### src/rtl/shift_acc.sv
// Bit-serial shift accumulator: sums per-bit-plane partial sums (psum << sel) into one dot product.
// Define SHIFT_ACC_SIGNED_EN to subtract the final (sign) plane for two's-complement inputs.
module shift_acc #(
   parameter int PSW = 16,
   parameter int OW  = 40
) (
   input  logic                  clk,
   input  logic                  rstn,
   input  logic                  st,
   input  logic                  sus,
   input  logic [5:0]            sel,
   input  logic signed [PSW-1:0] psum,
   input  logic                  out_rdy,
   output logic                  out_vld,
   output logic [OW-1:0]         result,
   output logic                  busy,
   output logic                  ovf,
   output logic                  seq_err
);

   // Handshake: result is held while out_vld=1 and is consumed on any edge where out_rdy=1;
   // a completion in that same edge reloads result and keeps out_vld high.
   typedef enum logic {IDLE = 1'b0, ACC = 1'b1} state_t;

   state_t        r_state;
   logic [OW-1:0] r_acc;
   logic [5:0]    r_exp;
   logic [OW-1:0] r_result;
   logic          r_out_vld;
   logic          r_ovf;
   logic          r_seq_err;

   logic [OW-1:0] w_ext;
   logic [OW-1:0] w_term;
   logic [OW-1:0] w_base;
   logic [OW-1:0] w_acc_next;
   logic [OW-1:0] w_final;
   logic          w_start;
   logic          w_accum;
   logic          w_done;
   logic          w_seq_bad;

   assign w_ext      = {{(OW-PSW){psum[PSW-1]}}, psum};
   assign w_term     = w_ext << sel;
   assign w_base     = (r_state == ACC) ? r_acc : '0;
   assign w_acc_next = w_base + w_term;
`ifdef SHIFT_ACC_SIGNED_EN
   assign w_final    = w_base - w_term;
`else
   assign w_final    = w_base + w_term;
`endif

   assign w_start   = (r_state == IDLE) && !st && (sel == 6'd0);
   assign w_accum   = w_start || ((r_state == ACC) && !st);
   assign w_done    = w_accum && sus;
   // r_exp is held at 0 in IDLE, so one compare covers both the start and in-run ordering checks.
   assign w_seq_bad = !st && (sel != r_exp);

   always_ff @(posedge clk) begin
      if (!rstn) begin
         r_state   <= IDLE;
         r_acc     <= '0;
         r_exp     <= '0;
         r_result  <= '0;
         r_out_vld <= 1'b0;
         r_ovf     <= 1'b0;
         r_seq_err <= 1'b0;
      end else begin
         case (r_state)
            IDLE: begin
               if (w_start && !sus) begin
                  r_state <= ACC;
                  r_acc   <= w_term;
                  r_exp   <= 6'd1;
               end
            end
            ACC: begin
               if (st || sus) begin
                  r_state <= IDLE;
                  r_acc   <= '0;
                  r_exp   <= '0;
               end else begin
                  r_acc <= w_acc_next;
                  r_exp <= r_exp + 6'd1;
               end
            end
            default: begin
               r_state <= IDLE;
               r_acc   <= '0;
               r_exp   <= '0;
            end
         endcase

         if (w_seq_bad)
            r_seq_err <= 1'b1;

         if (w_done) begin
            r_result  <= w_final;
            r_out_vld <= 1'b1;
            if (r_out_vld && !out_rdy)
               r_ovf <= 1'b1;
         end else if (out_rdy) begin
            r_out_vld <= 1'b0;
         end
      end
   end

   assign out_vld = r_out_vld;
   assign result  = r_result;
   assign busy    = (r_state == ACC);
   assign ovf     = r_ovf;
   assign seq_err = r_seq_err;

endmodule

### config.mk
export PLATFORM = sky130hd
export DESIGN_NAME = shift_acc
export DESIGN_NICKNAME = d
export VERILOG_FILES = /design/src/rtl/shift_acc.sv
export SDC_FILE = /design/constraint.sdc
export NUM_CORES = 1
export LEC_CHECK = 0
export BUFFER_PORTS_ARGS = -buffer_cell sky130_fd_sc_hd__buf_4
export CORE_ASPECT_RATIO = 1.5
export CORE_MARGIN = 10
export CORE_UTILIZATION = 62
export CTS_BUF_LIST = sky130_fd_sc_hd__clkbuf_8
export DETAILED_ROUTE_END_ITERATION = 8
export PLACE_DENSITY = 0.87
export SLEW_MARGIN = 20
export SYNTH_ARGS = -nofsm -noshare
export SYNTH_HDL_FRONTEND = slang
export SYNTH_SLANG_ARGS = --single-unit
### constraint.sdc
create_clock -name clk -period 6.2 [get_ports clk]
set_clock_uncertainty 0.1 [all_clocks]
set_input_delay 0.62 -clock clk [delete_from_list [all_inputs] [get_ports clk]]
set_output_delay 0.62 -clock clk [all_outputs]
set_load 0.005 [all_outputs]
==> results.yml, run 1 <==
global_route:
  antenna_found_initial: 0
  grt_max_degree: 100
  grt.overflow.total: 0
  grtUsageTotal: 0.263
  grt_pass1_vias: 7034
  grt_pass1_wl_microns: 35900
synth:
  netlist_instances: 951
  synthFlopType: "dfxtp_1"
  yosys-top-cells-area: "dfxtp_1 (25%), ha_1 (6.8%), a21oi_1 (5.6%)"
  ys_async_sr_fraction: 0
  ys.warnings.count: 0
  yosysSeqAreaShare: 0.246
  ys_types: 79
  syn_avg_cell_area_sq_um: 7.71
  synth_area_leader_cell: "dfxtp_1"
  synth_top_cell_area_share: 0.246
  syn-cell-area_sq_mm: 0.00733
  synth-edff-count: 0
  synthesis.nets: 1019
  ys_seq_elements: 90
floorplanning:
  ioPinCount: 71
  die_area_sq_mm: 0.0167
  core-area_sq_mm: 0.0115
  die_h_microns: 153
  initial_utilization: 0.636
  die_x_microns: 109
  core.rowCount: 48
run:
  max_cap_viol_count: 0
worst_setup_path:
  worstRegToRegCells: 12
  timing_worst_setup_path_type: "input pin to flip-flop"
  r2r_start: "busy$_SDFF_PN0_"
  rrSetupSlack_ns: 2.34
  worstPathRequired_ns: 6.36
  crit_start: "sel[0]"
  reg2reg_to: "result[38]$_SDFFE_PN0P_"
  critPathCaptureType: "flip-flop"
  cp-start-kind: "input pin"
  crit_path_end: "r_acc[37]$_SDFFE_PN0P_"
  arrival_ns: 4.67
  crit_fanout: 23
clock_tree:
  cts-buffers-inserted: 9
  clkTransAtPathRegs_ns: 0.10
  post_cts_resized: 0
  hold_buffers: 0
  cts_sinks: 90
  clk-insertion-delay-late_ns: 0.39
  post-cts-setup-buffer-count: 0
  htree_levels: 3
  cts_root_buf: "clkbuf_8"
  cts_tree: "done"
  cts.path.max_buffers: 2
timing:
  setup_viol: 0
  fin_crit_ns: 4.51
  report.final.slew_viol_count: 0
  tightest_slew_ns: 0.925
  hold_slack_ns: 0.371
  setup_tns_ns: 0
  slew_headroom: 0.383
  min_period_over_period: 0.727
  fmax_mhz: 222
  hold_viol_final: 0
  rsz0062_at_grt: "false"
power_and_ir_drop:
  p_leak_nw: 3.58
  irDropWorstVdd_uv: 124
  p_per_area_mw_per_mm2: 152
final_layout:
  n_antenna_cell: 0
  area_delta_synth_final_pct: 9.20
  drive_gt1_frac: 0.145
  nets: 1038
  fill_cells: 1003
routing:
  ant_nets: 0
  vias: 7283
  via_per_inst: 6.47
  routed_wirelength_microns: 22000
  drt-initial-drc-count: 493
  dr.pass1.iters: 7
  post-route-drc-count: 0
  wl_per_cell_microns: 19.6
place:
  place_congestion: 0.987
  dp_hpwl_microns: 16100
  port_buffers: 70
hold_path:
  hold_path.class: "flip-flop to flip-flop"
outcome:
  outcome: "finished clean"
## per-layer routing
metal / up-vias / wire (microns) / GRT usage
met5: - / 0 / 0
met4: 0 / 971 / 0.139
met3: 65 / 1310 / 0.0324
met2: 305 / 11000 / 0.447
met1: 3430 / 8730 / 0.310
li1: 3483 / - / -
## kinds of logic after synthesis
| family | Yosys count | synth area share |
|---|---|---|
| compound gates | 323 | 0.299 |
| xor+xnor | 38 | 0.0454 |
| fa+ha+maj | 41 | 0.0710 |
| buf+inv | 84 | 0.0463 |
| flops | 90 | 0.246 |
| mux | 40 | 0.0717 |
| simple gates | 335 | 0.221 |
## worst max-delay path: stages
cell and delay [ns]:
buf_4 0.29, mux4_2 0.58, mux2_2 0.30, o21ai_0 0.25, inv_1 0.09, a21oi_1 0.15, nor2_1 0.06, ha_1 0.41
a21o_1 0.19, a21o_1 0.16, a21o_1 0.21, o41ai_1 0.40, or3_1 0.20, o21ai_2 0.08, mux2i_1 0.14, a2111oi_2 0.41
a211oi_1 0.12
## registers in the layout, indices dropped and copies added (netlist names)
register	count
ovf	1
busy	1
out_vld	1
result	40
seq_err	1
r_exp	6
r_acc	40
## per-stage QoR
step / setup WS, ns / power, mW / instance area [sq um] / std cells / utilization
after floorplan: 1.68 / 0.765 / 7330 / 951 / -
after global placement: 1.42 / 0.829 / 7820 / 1109 / 0.678
after detailed placement: 1.37 / 0.830 / 7820 / 1109 / 0.678
after CTS: 1.72 / 1.21 / 8000 / 1125 / 0.694
after global routing: 1.36 / 1.26 / 8000 / 1125 / 0.694
final: 1.69 / 1.22 / 8000 / 1125 / 0.694
## report_power, final
part | internal [mW] | total (mW) | switching [mW]
registers | 0.580 | 0.582 | 0.00153
logic | 0.0899 | 0.243 | 0.153
clock network | 0.150 | 0.394 | 0.244
total | 0.820 | 1.22 | 0.399
## synthesized netlist by cell type, drive strengths merged, types with 12 or more instances
cell type  number
o21ai          68
a21oi          84
a31oi          12
xnor2          25
nand3          25
dfxtp          90
and2           50
xor2           13
inv            16
buf            13
ha             40
mux2i          24
clkbuf         55
nand2         107
a21o           20
a21boi         28
a211oi         21
o211a          13
nor2           87
## cell type report
class	count	area [sq um]	share of cell area
clock inverters	7	53.8	0.00672
repair buffers	76	571	0.0713
well taps	150	188	0.0234
clock buffers	9	124	0.0155
inverters	16	60.1	0.00750
flip-flops and latches	90	1800	0.225
multi-input cells	777	5200	0.650
## worst min path at each step
stage | start | endpoint | slack, ns | cells after the start
finish | result[7]$_SDFFE_PN0P_ | result[7]$_SDFFE_PN0P_ | 0.37 | 2
global route | result[0]$_SDFFE_PN0P_ | result[0]$_SDFFE_PN0P_ | 0.40 | 2
CTS | result[7]$_SDFFE_PN0P_ | result[7]$_SDFFE_PN0P_ | 0.37 | 2
detailed placement | result[7]$_SDFFE_PN0P_ | result[7]$_SDFFE_PN0P_ | 0.36 | 2
global placement | ovf$_SDFFE_PN0P_ | ovf$_SDFFE_PN0P_ | 0.35 | 1
floorplan | r_exp[5]$_SDFFE_PN0P_ | r_exp[5]$_SDFFE_PN0P_ | 0.35 | 1
## cells in the final DEF, fill, tap and decap left out, drive strengths merged, types with 13 or more instances in the layout
cell and instances:
o211a 13, o21ai 68, buf 76, inv 20
a21boi 28, xnor2 25, dfxtp 90, a21o 20
nor2 87, ha 40, mux2i 24, nand3 25
xor2 13, a21oi 84, nand2 107, and2 50
a211oi 21
(Power assumes the default switching activity.)
==> inputs of run 2 (changes only) <==
Settings changed: CORE_UTILIZATION 62 to 56, PLACE_DENSITY 0.87 to 0.83.
Clock period 6.2 ns to 4.14 ns, I/O delays scaled along.
==> run 2 against run 1 <==
Global-route usage decreased by 0.28 points. Wire length increased by 9.3%. Register-to-register slack got worse by 1.7 ns. Setup slack got worse by 1.5 ns. Worst hold slack got worse by 0.15 ns. Sequential power increased by 50%. Sequential share of layout area decreased by 2.9 points.
==> results.yml, run 2 (synthesized netlist as in run 1, its figures left out) <==
outcome:
  outcome: "finished clean"
global_route:
  grt.met1_usage: 0.284
  gr-usage-met2: 0.461
  antenna_found_initial: 0
  grtUsageTotal: 0.260
  grt.overflow.total: 0
  grt_max_degree: 71
  use_met3: 0.0472
  grt.busiest_layer: "met2"
  grt_pass1_wl_microns: 39200
  grt_pass1_vias: 7876
clock_tree:
  cts.path.max_buffers: 2
  cts_sinks: 90
  clkTransAtPathRegs_ns: 0.10
  cts_tree: "done"
  clk-insertion-delay-late_ns: 0.39
  cts_root_buf: "clkbuf_8"
  post-cts-setup-buffer-count: 0
  post_cts_resized: 0
  hold_buffers: 0
  htree_levels: 3
  cts-buffers-inserted: 9
final_layout:
  nets: 1178
  drive_gt1_frac: 0.259
  final_cell_mix: "buf_4 (213), nand2_1 (107), dfxtp_1 (90)"
  area_delta_synth_final_pct: 25.3
  n_antenna_cell: 0
  layout_commonest_cell: "buf_4"
  final_util: 0.712
  fill_cells: 1075
worst_setup_path:
  crit_fanout: 9
  r2r_start: "busy$_SDFF_PN0_"
  worstRegToRegCells: 12
  slowest_stage: "or4_4"
  critPathCaptureType: "flip-flop"
  slowest_delay_ns: 0.49
  timing_worst_setup_path_type: "input pin to flip-flop"
  worstPathRequired_ns: 4.36
  rrSetupSlack_ns: 0.60
  reg2reg_to: "r_acc[24]$_SDFFE_PN0P_"
  arrival_ns: 4.15
  cp-start-kind: "input pin"
  cp_cell_sequence: "buf_4 -> buf_4 -> mux2i_1 -> a21oi_1 -> mux2_2 -> mux2_2 -> a2bb2oi_1 -> nor2_1 -> ha_1 -> and3_4 -> and2_1 -> nand4_1 -> o211a_4 -> o31ai_4 -> a21oi_2 -> or4_4 -> o211ai_2"
routing:
  ant_nets: 0
  dr.pass1.iters: 6
  via_per_inst: 6.15
  drt-initial-drc-count: 440
  post-route-drc-count: 0
  wl_per_cell_microns: 18.9
  routed_wirelength_microns: 24100
  vias: 7829
timing:
  min_period_over_period: 0.949
  tightest_slew_ns: 0.843
  setup_viol: 0
  fmax_mhz: 255
  setup_tns_ns: 0
  report.final.slew_viol_count: 0
  hold_slack_ns: 0.224
  fin_crit_ns: 3.93
  worst_slack_ns: 0.212
  rsz0062_at_grt: "true"
  slew_headroom: 0.438
  hold_viol_final: 0
floorplanning:
  die_area_sq_mm: 0.0182
  initial_utilization: 0.569
  die_x_microns: 113
  core.rowCount: 51
  die_h_microns: 160
  core-area_sq_mm: 0.0129
  ioPinCount: 71
power_and_ir_drop:
  p_leak_nw: 4.33
  p_per_area_mw_per_mm2: 217
  irDropWorstVdd_uv: 164
hold_path:
  whs_endpoint: "out_vld$_SDFFE_PN0P_"
  holdCritStartpoint: "out_rdy"
  hold_depth: 3
  hold_path.class: "input pin to flip-flop"
run:
  max_cap_viol_count: 0
place:
  port_buffers: 70
  dp_hpwl_microns: 18700
  dp_slack_ns: -0.279
  place_congestion: 1.08
run 2: cell types whose count changed in the layout (fill, tap and decap cells not counted), moves of 2 or more:
cell      delta
buf_12       +3
nor3_2       +2
buf_4      +137
clkbuf_8     +2
a31oi_1      -2
a31oi_2      +2
run 2: power breakdown:
part / total [mW] / internal [mW] / switching, mW / leakage, nW
combinational: 0.471 / 0.212 / 0.258 / 3.49
clock: 0.654 / 0.309 / 0.344 / 0.106
sequential: 0.871 / 0.869 / 0.00207 / 0.725
total: 2.00 / 1.39 / 0.605 / 4.33
run 2: how the worst max path moves through the flow:
stage                 from                      to  slack [ns]  cells past startpoint
floorplan           sel[0]  r_acc[33]$_SDFFE_PN0P_       -0.03                     18
global placement    sel[0]  r_acc[36]$_SDFFE_PN0P_       -0.23                     19
detailed placement  sel[0]  r_acc[36]$_SDFFE_PN0P_       -0.28                     19
CTS                 sel[0]  r_acc[36]$_SDFFE_PN0P_        0.10                     19
global route        sel[0]  r_acc[30]$_SDFFE_PN0P_       -0.01                     19
finish              sel[0]  r_acc[33]$_SDFFE_PN0P_        0.21                     17
run 2: area by class of cell:
type | instances | area, sq um | area share
Multi-Input combinational cell | 777 | 5260 | 0.573
Inverter | 16 | 60.1 | 0.00654
Timing Repair Buffer | 216 | 1660 | 0.181
Tap cell | 159 | 199 | 0.0217
Clock buffer | 11 | 151 | 0.0165
Sequential cell | 90 | 1800 | 0.196
Clock inverter | 4 | 48.8 | 0.00531
run 2: worst max-delay path, delay by kind of cell:
family / cells / cell delay (ns)
AO/OA/AOI/OAI: 6 / 1.09
adder cells (fa/ha/maj): 1 / 0.35
buffers and inverters: 2 / 0.35
multiplexers: 3 / 0.84
AND/OR/NAND/NOR: 5 / 1.10
run 2: metal layers:
metal,share of wire,up-vias
met1,0.37,3685
met2,0.51,313
met5,0,-
met3,0.064,79
met4,0.047,0
li1,-,3752
run 2: stage by stage:
step	cell area [sq um]	cells	power (mW)
after floorplan	7350	951	1.15
after global placement	8930	1258	1.35
after detailed placement	8930	1258	1.35
after CTS	9130	1273	1.98
after global routing	9180	1273	2.06
final	9180	1273	2.00
==> inputs of run 3 (changes only) <==
Settings changed: BUFFER_PORTS_ARGS -buffer_cell sky130_fd_sc_hd__buf_4 to -buffer_cell sky130_fd_sc_hd__buf_2.
==> run 3 against run 2 <==
Setup slack worse by 0.012 ns. Non-clock buffer count up 20. Wire length up 2.4%. Final cell count up 1.6%. Fmax down 0.29%. Sequential cell count unchanged. Cell area down 0.52%.
==> results.yml, run 3 (synthesized netlist as in run 1, its figures left out) <==
place:
  placed_cell_area_sq_mm: 0.00887
  port_buffers: 70
  place_congestion: 1.03
  dp_slack_ns: -0.266
  dp_hpwl_microns: 18800
  place_inst: 1276
worst_setup_path:
  timing_worst_setup_path_type: "input pin to flip-flop"
  slowest_stage: "mux4_2"
  cp_cell_sequence: "clkbuf_4 -> buf_4 -> mux4_2 -> mux2i_1 -> mux2_2 -> buf_4 -> nor2_1 -> ha_1 -> nand2_1 -> a21oi_1 -> o22ai_2 -> o211a_4 -> o31ai_4 -> a21oi_2 -> or4_4 -> o211ai_2"
  slowest_delay_ns: 0.55
  cp_common_cell: "buf_4"
  cp_num_cells: 16
  worst-path-buf-inv: 3
  worstRegToRegCells: 13
  worstPathRequired_ns: 4.36
  path_delay_family: "compound AO/OA/AOI/OAI gates"
  critPathCaptureType: "flip-flop"
  arrival_ns: 4.16
  cp-start-kind: "input pin"
  crit_fanout: 8
final_layout:
  final_util: 0.709
  fin_area_sq_mm: 0.00914
  instances_no_fill: 1294
  layout_commonest_cell: "buf_4"
  area_delta_synth_final_pct: 24.7
  drive_gt1_frac: 0.277
  n_antenna_cell: 0
  final_cell_mix: "buf_4 (165), nand2_1 (107), dfxtp_1 (90)"
  nets: 1198
power_and_ir_drop:
  power.share.switching: 0.325
  pwr-share-comb: 0.247
  p_per_area_mw_per_mm2: 216
  p_switching_mw: 0.640
  seqPwrFrac: 0.442
  clock_power_share: 0.310
  p_leak_nw: 4.38
  p_int_mw: 1.33
  irDropWorstVdd_uv: 213
  power_mw: 1.97
global_route:
  grt_pass1_vias: 8084
  grtUsageTotal: 0.267
  grt_max_degree: 53
  grt_pass1_wl_microns: 40200
  grt.overflow.total: 0
  antenna_found_initial: 0
floorplanning:
  core-area_sq_mm: 0.0129
  die_area_sq_mm: 0.0182
  die_x_microns: 113
  core.rowCount: 51
  die_h_microns: 160
  initial_utilization: 0.569
  ioPinCount: 71
routing:
  routed_wirelength_microns: 24700
  via_per_inst: 6.14
  post-route-drc-count: 0
  wl_per_cell_microns: 19.1
  drt-initial-drc-count: 472
  ant_nets: 0
  vias: 7947
  dr.pass1.iters: 5
clock_tree:
  hold_buffers: 0
  cts_sinks: 90
  clkTransAtPathRegs_ns: 0.10
  cts_root_buf: "clkbuf_8"
  cts.path.max_buffers: 2
  clk-insertion-delay-late_ns: 0.39
  htree_levels: 3
  cts-buffers-inserted: 9
  cts_tree: "done"
timing:
  report.final.slew_viol_count: 0
  rsz0062_at_grt: "false"
  fin_crit_ns: 3.94
  min_period_over_period: 0.952
  setup_viol: 0
  worst_slack_ns: 0.200
  slew_headroom: 0.404
  hold_viol_final: 0
  tightest_slew_ns: 0.895
  fmax_mhz: 254
hold_path:
  hold_path.class: "input pin to flip-flop"
  hold_depth: 2
run:
  max_cap_viol_count: 0
outcome:
  outcome: "finished clean"
## run 3: metal layers
metal | global-route usage | up-vias | routed length [microns]
li1 | - | 3805 | -
met1 | 0.285 | 3738 | 9130
met2 | 0.481 | 322 | 12800
met3 | 0.0495 | 82 | 1590
met4 | 0.141 | 0 | 1110
met5 | 0 | - | 0
## run 3: through the flow
stage / hold WS [ns] / setup TNS [ns]
floorplan: 0.348 / -0.0313
global route: 0.224 / 0
CTS: 0.219 / 0
global placement: 0.342 / -3.24
detailed placement: 0.349 / -4.95
finish: 0.220 / 0
## run 3: worst reg2reg max path, delay by kind of cell (launching register included)
| kind | cells | cell delay [ns] |
|---|---|---|
| flops | 1 | 0.40 |
| fa+ha+maj | 1 | 0.44 |
| simple gates | 2 | 0.31 |
| compound gates | 8 | 1.71 |
| buf+inv | 2 | 0.38 |
## run 3: area by class of cell
cell class	count	area (sq um)
timing repair buffer	236	1610
multi-input combinational	777	5280
tap	159	199
clock buffer	10	138
clock inverter	6	48.8
sequential	90	1800
fill	1105	3750
inverter	16	60.1
## run 3: final timing paths
path,start,end,slack (ns)
max,sel[0],r_acc[33]$_SDFFE_PN0P_,0.20
min reg2reg,result[15]$_SDFFE_PN0P_,result[15]$_SDFFE_PN0P_,0.36
min,rstn,out_vld$_SDFFE_PN0P_,0.22
max reg2reg,busy$_SDFF_PN0_,r_acc[24]$_SDFFE_PN0P_,0.71
## run 3: repair_timing
item,in CTS,in global routing
endpoints found under the setup margin,0,25
resized for setup,0,15
buffers inserted,0,2
## run 3: power by group through the flow
stage	registers, mW	logic, mW	clock network, mW
floorplan	0.891	0.257	0
global placement	0.891	0.456	0
detailed placement	0.891	0.461	0
CTS	0.871	0.465	0.619
global route	0.872	0.520	0.650
finish	0.871	0.487	0.611
